**src/rtl/boot_memory_pkg.sv**
```systemverilog
// Shared types and defaults for the boot memory: FSM state encoding,
// default geometry and an address-width helper.
package boot_memory_pkg;

  localparam int DEPTH_DEFAULT = 256;
  localparam int WIDTH_DEFAULT = 8;

  typedef enum logic [1:0] {
    ST_CLEAR = 2'd0,
    ST_LOAD  = 2'd1,
    ST_RUN   = 2'd2
  } state_e;

  // A single-word memory still needs a one-bit address.
  function automatic int addr_width(input int depth);
    return (depth > 1) ? $clog2(depth) : 1;
  endfunction

endpackage

```
**src/rtl/boot_memory_if.sv**
```systemverilog
// Processor bus and byte-loader stream of the boot memory.
// The slave modport is the memory side; the master modport is the driver side.
interface boot_memory_if #(
  parameter int AW = 8,
  parameter int DW = 8
);
  logic [AW-1:0] Mem_ADDR;
  logic [DW-1:0] Mem_IN;
  logic          write;
  logic [DW-1:0] Mem_OUT;

  logic          ld_valid;
  logic [DW-1:0] ld_data;
  logic          ld_last;
  logic          ld_ready;

  modport slave (
    input  Mem_ADDR, Mem_IN, write, ld_valid, ld_data, ld_last,
    output Mem_OUT, ld_ready
  );

  modport master (
    output Mem_ADDR, Mem_IN, write, ld_valid, ld_data, ld_last,
    input  Mem_OUT, ld_ready
  );
endinterface

```
**src/rtl/boot_memory_ram.sv**
```systemverilog
// Storage array: one synchronous write port and one combinational read port.
// Contents have no reset; the owning FSM zeroes them explicitly.
module ram_256x8 #(
  parameter int DEPTH = 256,
  parameter int WIDTH = 8,
  parameter int AW    = 8
) (
  input  logic             clk,
  input  logic             we_i,
  input  logic [AW-1:0]    waddr_i,
  input  logic [WIDTH-1:0] wdata_i,
  input  logic [AW-1:0]    raddr_i,
  output logic [WIDTH-1:0] rdata_o
);
  logic [WIDTH-1:0] mem [DEPTH];

  always_ff @(posedge clk) begin
    if (we_i) begin
      mem[waddr_i] <= wdata_i;
    end
  end

  assign rdata_o = mem[raddr_i];
endmodule

```
**src/rtl/boot_memory.sv**
```systemverilog
// Boot memory: zeroes itself, takes an image from a byte loader, then serves
// the processor with an optional write-protected low region.
module boot_memory
  import boot_memory_pkg::*;
#(
  parameter int DEPTH     = DEPTH_DEFAULT,
  parameter int WIDTH     = WIDTH_DEFAULT,
  parameter int ROM_LIMIT = 0
) (
  input  logic         clk,
  input  logic         reset,
  boot_memory_if.slave bus,
  output logic         cpu_reset,
  output logic         boot_done,
  output logic         load_full,
  output logic         wr_fault
);
  localparam int            AW        = addr_width(DEPTH);
  localparam logic [AW-1:0] LAST_ADDR = AW'(DEPTH - 1);

  state_e        state_q, state_d;
  logic [AW-1:0] clr_ptr_q, clr_ptr_d;
  logic [AW-1:0] ld_ptr_q, ld_ptr_d;
  logic          load_full_q, load_full_d;
  logic          wr_fault_q, wr_fault_d;

  logic             ld_accept;
  logic             rom_hit;
  logic             ram_we;
  logic [AW-1:0]    ram_waddr;
  logic [WIDTH-1:0] ram_wdata;

  assign ld_accept = (state_q == ST_LOAD) && bus.ld_valid;
  assign rom_hit   = ($unsigned(32'(bus.Mem_ADDR)) < $unsigned(ROM_LIMIT));

  always_comb begin
    state_d     = state_q;
    clr_ptr_d   = clr_ptr_q;
    ld_ptr_d    = ld_ptr_q;
    load_full_d = load_full_q;
    wr_fault_d  = wr_fault_q;
    case (state_q)
      ST_CLEAR: begin
        clr_ptr_d = clr_ptr_q + 1'b1;
        if (clr_ptr_q == LAST_ADDR) begin
          state_d   = ST_LOAD;
          clr_ptr_d = '0;
          ld_ptr_d  = '0;
        end
      end
      ST_LOAD: begin
        if (ld_accept) begin
          ld_ptr_d = (ld_ptr_q == LAST_ADDR) ? '0 : ld_ptr_q + 1'b1;
          if (bus.ld_last) begin
            state_d = ST_RUN;
          end else if (ld_ptr_q == LAST_ADDR) begin
            // Image filled the whole array without a terminator.
            state_d     = ST_RUN;
            load_full_d = 1'b1;
          end
        end
      end
      ST_RUN: begin
        if (bus.write && rom_hit) begin
          wr_fault_d = 1'b1;
        end
      end
      default: state_d = ST_CLEAR;
    endcase
  end

  always_ff @(posedge clk or posedge reset) begin
    if (reset) begin
      state_q     <= ST_CLEAR;
      clr_ptr_q   <= '0;
      ld_ptr_q    <= '0;
      load_full_q <= 1'b0;
      wr_fault_q  <= 1'b0;
    end else begin
      state_q     <= state_d;
      clr_ptr_q   <= clr_ptr_d;
      ld_ptr_q    <= ld_ptr_d;
      load_full_q <= load_full_d;
      wr_fault_q  <= wr_fault_d;
    end
  end

  // Single write port: the FSM owns it until RUN, then the processor does.
  always_comb begin
    ram_we    = 1'b0;
    ram_waddr = clr_ptr_q;
    ram_wdata = '0;
    case (state_q)
      ST_CLEAR: begin
        ram_we    = !reset;
        ram_waddr = clr_ptr_q;
        ram_wdata = '0;
      end
      ST_LOAD: begin
        ram_we    = ld_accept && !reset;
        ram_waddr = ld_ptr_q;
        ram_wdata = bus.ld_data;
      end
      ST_RUN: begin
        ram_we    = bus.write && !rom_hit && !reset;
        ram_waddr = bus.Mem_ADDR;
        ram_wdata = bus.Mem_IN;
      end
      default: ram_we = 1'b0;
    endcase
  end

  ram_256x8 #(
    .DEPTH (DEPTH),
    .WIDTH (WIDTH),
    .AW    (AW)
  ) u_ram (
    .clk     (clk),
    .we_i    (ram_we),
    .waddr_i (ram_waddr),
    .wdata_i (ram_wdata),
    .raddr_i (bus.Mem_ADDR),
    .rdata_o (bus.Mem_OUT)
  );

  assign bus.ld_ready = (state_q == ST_LOAD);
  assign cpu_reset    = (state_q != ST_RUN);
  assign boot_done    = (state_q == ST_RUN);
  assign load_full    = load_full_q;
  assign wr_fault     = wr_fault_q;
endmodule

```
**src/flat_wrapper.sv**
```systemverilog
// flat-port wrapper written by rule: the top's interface ports become plain ports
module boot_memory_flat import boot_memory_pkg::*;
#(
  parameter int DEPTH     = DEPTH_DEFAULT,
  parameter int WIDTH     = WIDTH_DEFAULT,
  parameter int ROM_LIMIT = 0
)
  (clk, reset, cpu_reset, boot_done, load_full, wr_fault, bus_Mem_ADDR, bus_Mem_IN, bus_write, bus_ld_valid, bus_ld_data, bus_ld_last, bus_Mem_OUT, bus_ld_ready);
  boot_memory_if #(.AW(8), .DW(8)) bus_i ();
  input  logic clk;
  input  logic reset;
  output logic cpu_reset;
  output logic boot_done;
  output logic load_full;
  output logic wr_fault;
  input wire logic [$bits(bus_i.Mem_ADDR)-1:0] bus_Mem_ADDR;
  input wire logic [$bits(bus_i.Mem_IN)-1:0] bus_Mem_IN;
  input wire logic [$bits(bus_i.write)-1:0] bus_write;
  input wire logic [$bits(bus_i.ld_valid)-1:0] bus_ld_valid;
  input wire logic [$bits(bus_i.ld_data)-1:0] bus_ld_data;
  input wire logic [$bits(bus_i.ld_last)-1:0] bus_ld_last;
  output wire logic [$bits(bus_i.Mem_OUT)-1:0] bus_Mem_OUT;
  output wire logic [$bits(bus_i.ld_ready)-1:0] bus_ld_ready;
  assign bus_i.Mem_ADDR = bus_Mem_ADDR;
  assign bus_i.Mem_IN = bus_Mem_IN;
  assign bus_i.write = bus_write;
  assign bus_i.ld_valid = bus_ld_valid;
  assign bus_i.ld_data = bus_ld_data;
  assign bus_i.ld_last = bus_ld_last;
  assign bus_Mem_OUT = bus_i.Mem_OUT;
  assign bus_ld_ready = bus_i.ld_ready;
  boot_memory #(.DEPTH(DEPTH), .WIDTH(WIDTH), .ROM_LIMIT(ROM_LIMIT)) u_core (.clk(clk), .reset(reset), .bus(bus_i), .cpu_reset(cpu_reset), .boot_done(boot_done), .load_full(load_full), .wr_fault(wr_fault));
endmodule
```
**config.mk**
```make
export PLATFORM = sky130hd
export DESIGN_NAME = boot_memory_flat
export DESIGN_NICKNAME = d
export VERILOG_FILES = /design/src/rtl/boot_memory_pkg.sv /design/src/rtl/boot_memory_if.sv /design/src/rtl/boot_memory_ram.sv /design/src/rtl/boot_memory.sv /design/src/flat_wrapper.sv
export SDC_FILE = /design/constraint.sdc
export NUM_CORES = 2
export LEC_CHECK = 0
export ABC_CLOCK_PERIOD_IN_PS = 23500
export CORE_MARGIN = 5
export CORE_UTILIZATION = 45
export DETAILED_ROUTE_END_ITERATION = 7
export GPL_TIMING_DRIVEN = 1
export PLACE_DENSITY_LB_ADDON = 0.08
export SLEW_MARGIN = 0
export SYNTH_ARGS = -nofsm -noshare
export SYNTH_HDL_FRONTEND = slang
export SYNTH_HIERARCHICAL = 1
export SYNTH_SLANG_ARGS = --single-unit
```
**constraint.sdc**
```tcl
create_clock -name clk -period 23.5 [get_ports clk]
set_clock_uncertainty 0.05 [all_clocks]
set_input_delay 3.525 -clock clk [delete_from_list [all_inputs] [get_ports clk]]
set_output_delay 3.525 -clock clk [all_outputs]
set_load 0.1 [all_outputs]
```
==> summary by stage <==
Run status
The flow ran to the end, and the final reports show no timing, DRC or antenna violations.

Logic synthesis
The number of warning messages in the yosys log is 6. The number of nets in the synthesized netlist is 3933. The share of synthesized flip-flops with an asynchronous set or reset is 0.919%. The count of distinct cell types in the synthesized netlist is 74. The synthesized cell area is 80800 sq um. In the synthesized netlist, the number of instances is 3896. The number of enable flip-flop cells after synthesis is 2048. The register bit count reported by yosys is 2067. In the post-synthesis netlist, the biggest area contributors are sky130_fd_sc_hd__edfxtp_1 76%, sky130_fd_sc_hd__mux4_2 13%, sky130_fd_sc_hd__mux2i_1 1.7%.

For this run, the leading register cell type out of synthesis is sky130_fd_sc_hd__edfxtp_1. The share of the synthesized area in the top cell type is 76.1%. The register area share after synthesis is 76.7%. The commonest cells after synthesis are 2048 x sky130_fd_sc_hd__edfxtp_1, 454 x sky130_fd_sc_hd__mux4_2, 296 x sky130_fd_sc_hd__nor2_1. The most numerous cell in the Yosys netlist is sky130_fd_sc_hd__edfxtp_1. The biggest area consumer among synthesized cells is sky130_fd_sc_hd__edfxtp_1. In this run the mean area of a mapped cell was 20.7 sq um.

GRT
The global routing usage summed across all routing layers is 23.2%. The first global-routing pass estimated 309000 um of wire. The via count of the first global-routing pass is 40000.

Entering global routing, the biggest net connects 205 pins. The residual overflow from global routing is 0. The initial antenna violation count is 3.

Placed design
The cell area after placement is 83600 sq um. The congestion estimate from routability-driven global placement came to 0.818. The half-perimeter wire length after placement is 130000 um. The number of I/O port buffers is 40.

Worst setup path
The buffer and inverter count on the worst path is 4. The critical path is of the input pin to output pin type. The reg-to-reg critical path startpoint is u_core/state_q[0]. The worst setup path is captured at an output pin. The instance count on the critical path is 10.

At the worst endpoint, the arrival time is 9380 ps. The cell with the biggest individual delay on the critical path is sky130_fd_sc_hd__clkdlybuf4s50_1. The category of cells accounting for the largest share of critical-path delay is buffers and inverters.

Of all nets on the critical path, the largest fanout is 50. Walking the worst path, the cells encountered are buf_8 > buf_4 > buf_4 > mux4_2 > mux4_2 > nor2_1 > a2111oi_1 > nor3_1 > nor4_1 > clkdlybuf4s50_1. The critical path launch point is bus_Mem_ADDR[0]. The data required time at the worst endpoint is 19930 ps. The endpoint identified for the worst register-to-register timing path is u_core/u_ram/mem[238][2]. The number of cells on the worst reg-to-reg path is 9. The worst setup path is launched from an input pin. The capturing instance or port of the critical path is bus_Mem_OUT[1].

The largest stage delay on the critical path is 1060 ps. The worst setup slack for register-to-register paths is 18190 ps.

Clock network
The number of buffers inserted for hold repair after clock tree synthesis is 0. The setup fix buffers added after clock tree synthesis is 0. After clock tree synthesis, the clock-pin slew on the worst setup and hold paths is 60 ps. No sink is reached through more buffers than the 3 on the longest clock path. The clock latency at the later pin of the worst-skew pair is 830 ps. In this run the clock root is driven by a sky130_fd_sc_hd__clkbuf_16.

The clock drives 2067 sinks. Counting the buffers created by CTS gives 209. Once the clock tree was built, the resizer swapped 0 gates to a different size. The H-tree generated during clock tree synthesis spans 4 levels. The TritonCTS clock tree is done.

STA
Setup repair after global routing left no endpoint under its margin. The worst pin sits at a relative slew slack of 2.36%. In the finished design, the share of the clock period the worst path needs comes to 55.1%.

The transition time at the pin with the least slew margin is 1460 ps. The final hold violation count is 0. The setup violation total in the final timing report is 0. The final critical-path required period is 12960 ps.

The final-layout setup total negative slack is 0 ps. The number of slew-limit violations in the final report is 0. The maximum achievable frequency is 77.2 MHz.

Power
The internal power is 5.97 mW. The combinational cell fraction of total power is 3.1%. In this run switching power makes up 20.6% of total power. The leakage power of the design is 22.8 nW.

In this run the power density over the cells is 83.2 nW/um^2. The peak supply drop is 0.0000756 V. The completed layout was analyzed and its total power is 7.52 mW. Sequential cells account for 53.0% of the total power. The clock network power share is 43.9%. For this design the total switching power over the nets is 1.55 mW.

Drt
The DRC violation count after routing is 0. The count of TritonRoute iterations in the first routing pass is 6. After detailed routing, the average wire length per cell comes to 33.4 um. The number of DRC violations after detailed-routing iteration 0 is 4256. The via-per-instance ratio is 6.09. The total wire length is 218000 um.

In this run the remaining antenna-violating nets after routing total 0. The vias after detailed routing is 39800.

Floorplan
Measured along the y axis, the die boundary spans 434 um. The initial core utilization is 45.3%. The core outline area is 179000 sq um. Measured along the x axis, the die boundary spans 434 um. The floorplan has 155 rows. The boundary pin count is 42. The total die area is 188000 sq um.

Cells and area
Once layout is done, the placed cells without fillers occupy 90400 sq um. The ratio of cells with drive above 1 in the final layout is 21.5%. The number of nets in the layout is 4037.

Relative to the synthesized area, the layout overhead comes to 11.8%.

Flow run
The max-capacitance violation count is 0.

Worst hold path
The type of the tightest min-delay check is flip-flop to flip-flop.
## final cells by class
cell class | instances | area, sq um
timing repair buffer | 138 | 1190
clock inverter | 133 | 1300
fill | 14200 | 88200
antenna | 1 | 2.50
inverter | 9 | 33.8
tap | 2355 | 2950
clock buffer | 250 | 5450
multi-input combinational | 1575 | 17500
sequential | 2067 | 62000
## logic make-up after synthesis
group	synth area share, %
compound gates	3.82
buf+inv	1.90
other cells	0.00464
xor+xnor	0.0433
mux	14.4
fa+ha+maj	0.124
flops	76.7
simple gates	3.01
## power groups by stage
stage / Combinational (mW) / Clock [mW] / Sequential, mW
CTS: 0.234 / 3.37 / 3.99
global placement: 0.235 / 0 / 4.07
detailed placement: 0.234 / 0 / 4.07
global route: 0.241 / 3.53 / 3.99
floorplan: 0.152 / 0 / 4.07
finish: 0.231 / 3.30 / 3.99
## routing by layer
layer	part of all wire, %	track usage [%]
met1	43	34.0
met5	0	0
met2	47	36.4
met3	6.5	4.15
met4	2.6	6.47
## registers in the layout, indices dropped and copies added (netlist names)
signal            cells
u_core/clr_ptr_q      8
u_core/ld_ptr_q       8
u_core/load_full      1
u_core/state_q        2
u_core/u_ram/mem   2048
## layout by cell type (no fill, tap or decap), types with 13 or more instances in the layout
| master | instances |
|---|---|
| sky130_fd_sc_hd__a211oi_1 | 17 |
| sky130_fd_sc_hd__a21oi_1 | 103 |
| sky130_fd_sc_hd__a221oi_1 | 13 |
| sky130_fd_sc_hd__a22oi_1 | 147 |
| sky130_fd_sc_hd__buf_4 | 95 |
| sky130_fd_sc_hd__bufinv_16 | 24 |
| sky130_fd_sc_hd__clkbuf_1 | 38 |
| sky130_fd_sc_hd__clkbuf_16 | 212 |
| sky130_fd_sc_hd__clkdlybuf4s50_1 | 34 |
| sky130_fd_sc_hd__clkinv_1 | 54 |
| sky130_fd_sc_hd__clkinv_2 | 40 |
| sky130_fd_sc_hd__dfrtp_1 | 19 |
| sky130_fd_sc_hd__edfxtp_1 | 2048 |
| sky130_fd_sc_hd__mux2i_1 | 135 |
| sky130_fd_sc_hd__mux4_2 | 454 |
| sky130_fd_sc_hd__nand2_1 | 50 |
| sky130_fd_sc_hd__nand3_1 | 38 |
| sky130_fd_sc_hd__nand4_1 | 14 |
| sky130_fd_sc_hd__nor2_1 | 293 |
| sky130_fd_sc_hd__nor2b_1 | 30 |
| sky130_fd_sc_hd__nor3_1 | 22 |
| sky130_fd_sc_hd__nor4_1 | 22 |
| sky130_fd_sc_hd__o21ai_0 | 19 |
| sky130_fd_sc_hd__o221ai_1 | 47 |
| sky130_fd_sc_hd__o22ai_1 | 30 |
## metrics by stage
stage / util, % / setup WS [ps] / std cells / hold WS (ps)
floorplan: - / 12040 / 3896 / 437
global placement: 46.8 / 10270 / 6144 / 441
detailed placement: 46.8 / 10320 / 6144 / 416
CTS: 50.6 / 10320 / 6527 / 444
global route: 50.6 / 10100 / 6527 / 477
finish: 50.6 / 10540 / 6528 / 447
## how the worst min path moves through the flow
stage,start,cells past startpoint,slack (ps),endpoint
after floorplan,u_core/clr_ptr_q[6],1,440,u_core/clr_ptr_q[6]
after global placement,u_core/load_full,1,440,u_core/load_full
after detailed placement,u_core/load_full,1,420,u_core/load_full
after CTS,u_core/load_full,1,440,u_core/load_full
after global routing,u_core/load_full,1,480,u_core/load_full
final,u_core/load_full,1,450,u_core/load_full
## worst register-to-register path: stages (launching register included)
cell and delay (ps):
sky130_fd_sc_hd__dfrtp_1 420, sky130_fd_sc_hd__inv_1 110, sky130_fd_sc_hd__ha_1 820, sky130_fd_sc_hd__nor2_1 120
sky130_fd_sc_hd__a31oi_1 220, sky130_fd_sc_hd__buf_4 220, sky130_fd_sc_hd__nor2b_1 640, sky130_fd_sc_hd__nand4_1 840
sky130_fd_sc_hd__buf_4 590, sky130_fd_sc_hd__nor2_1 900
Power figures use the tool's default switching activity.
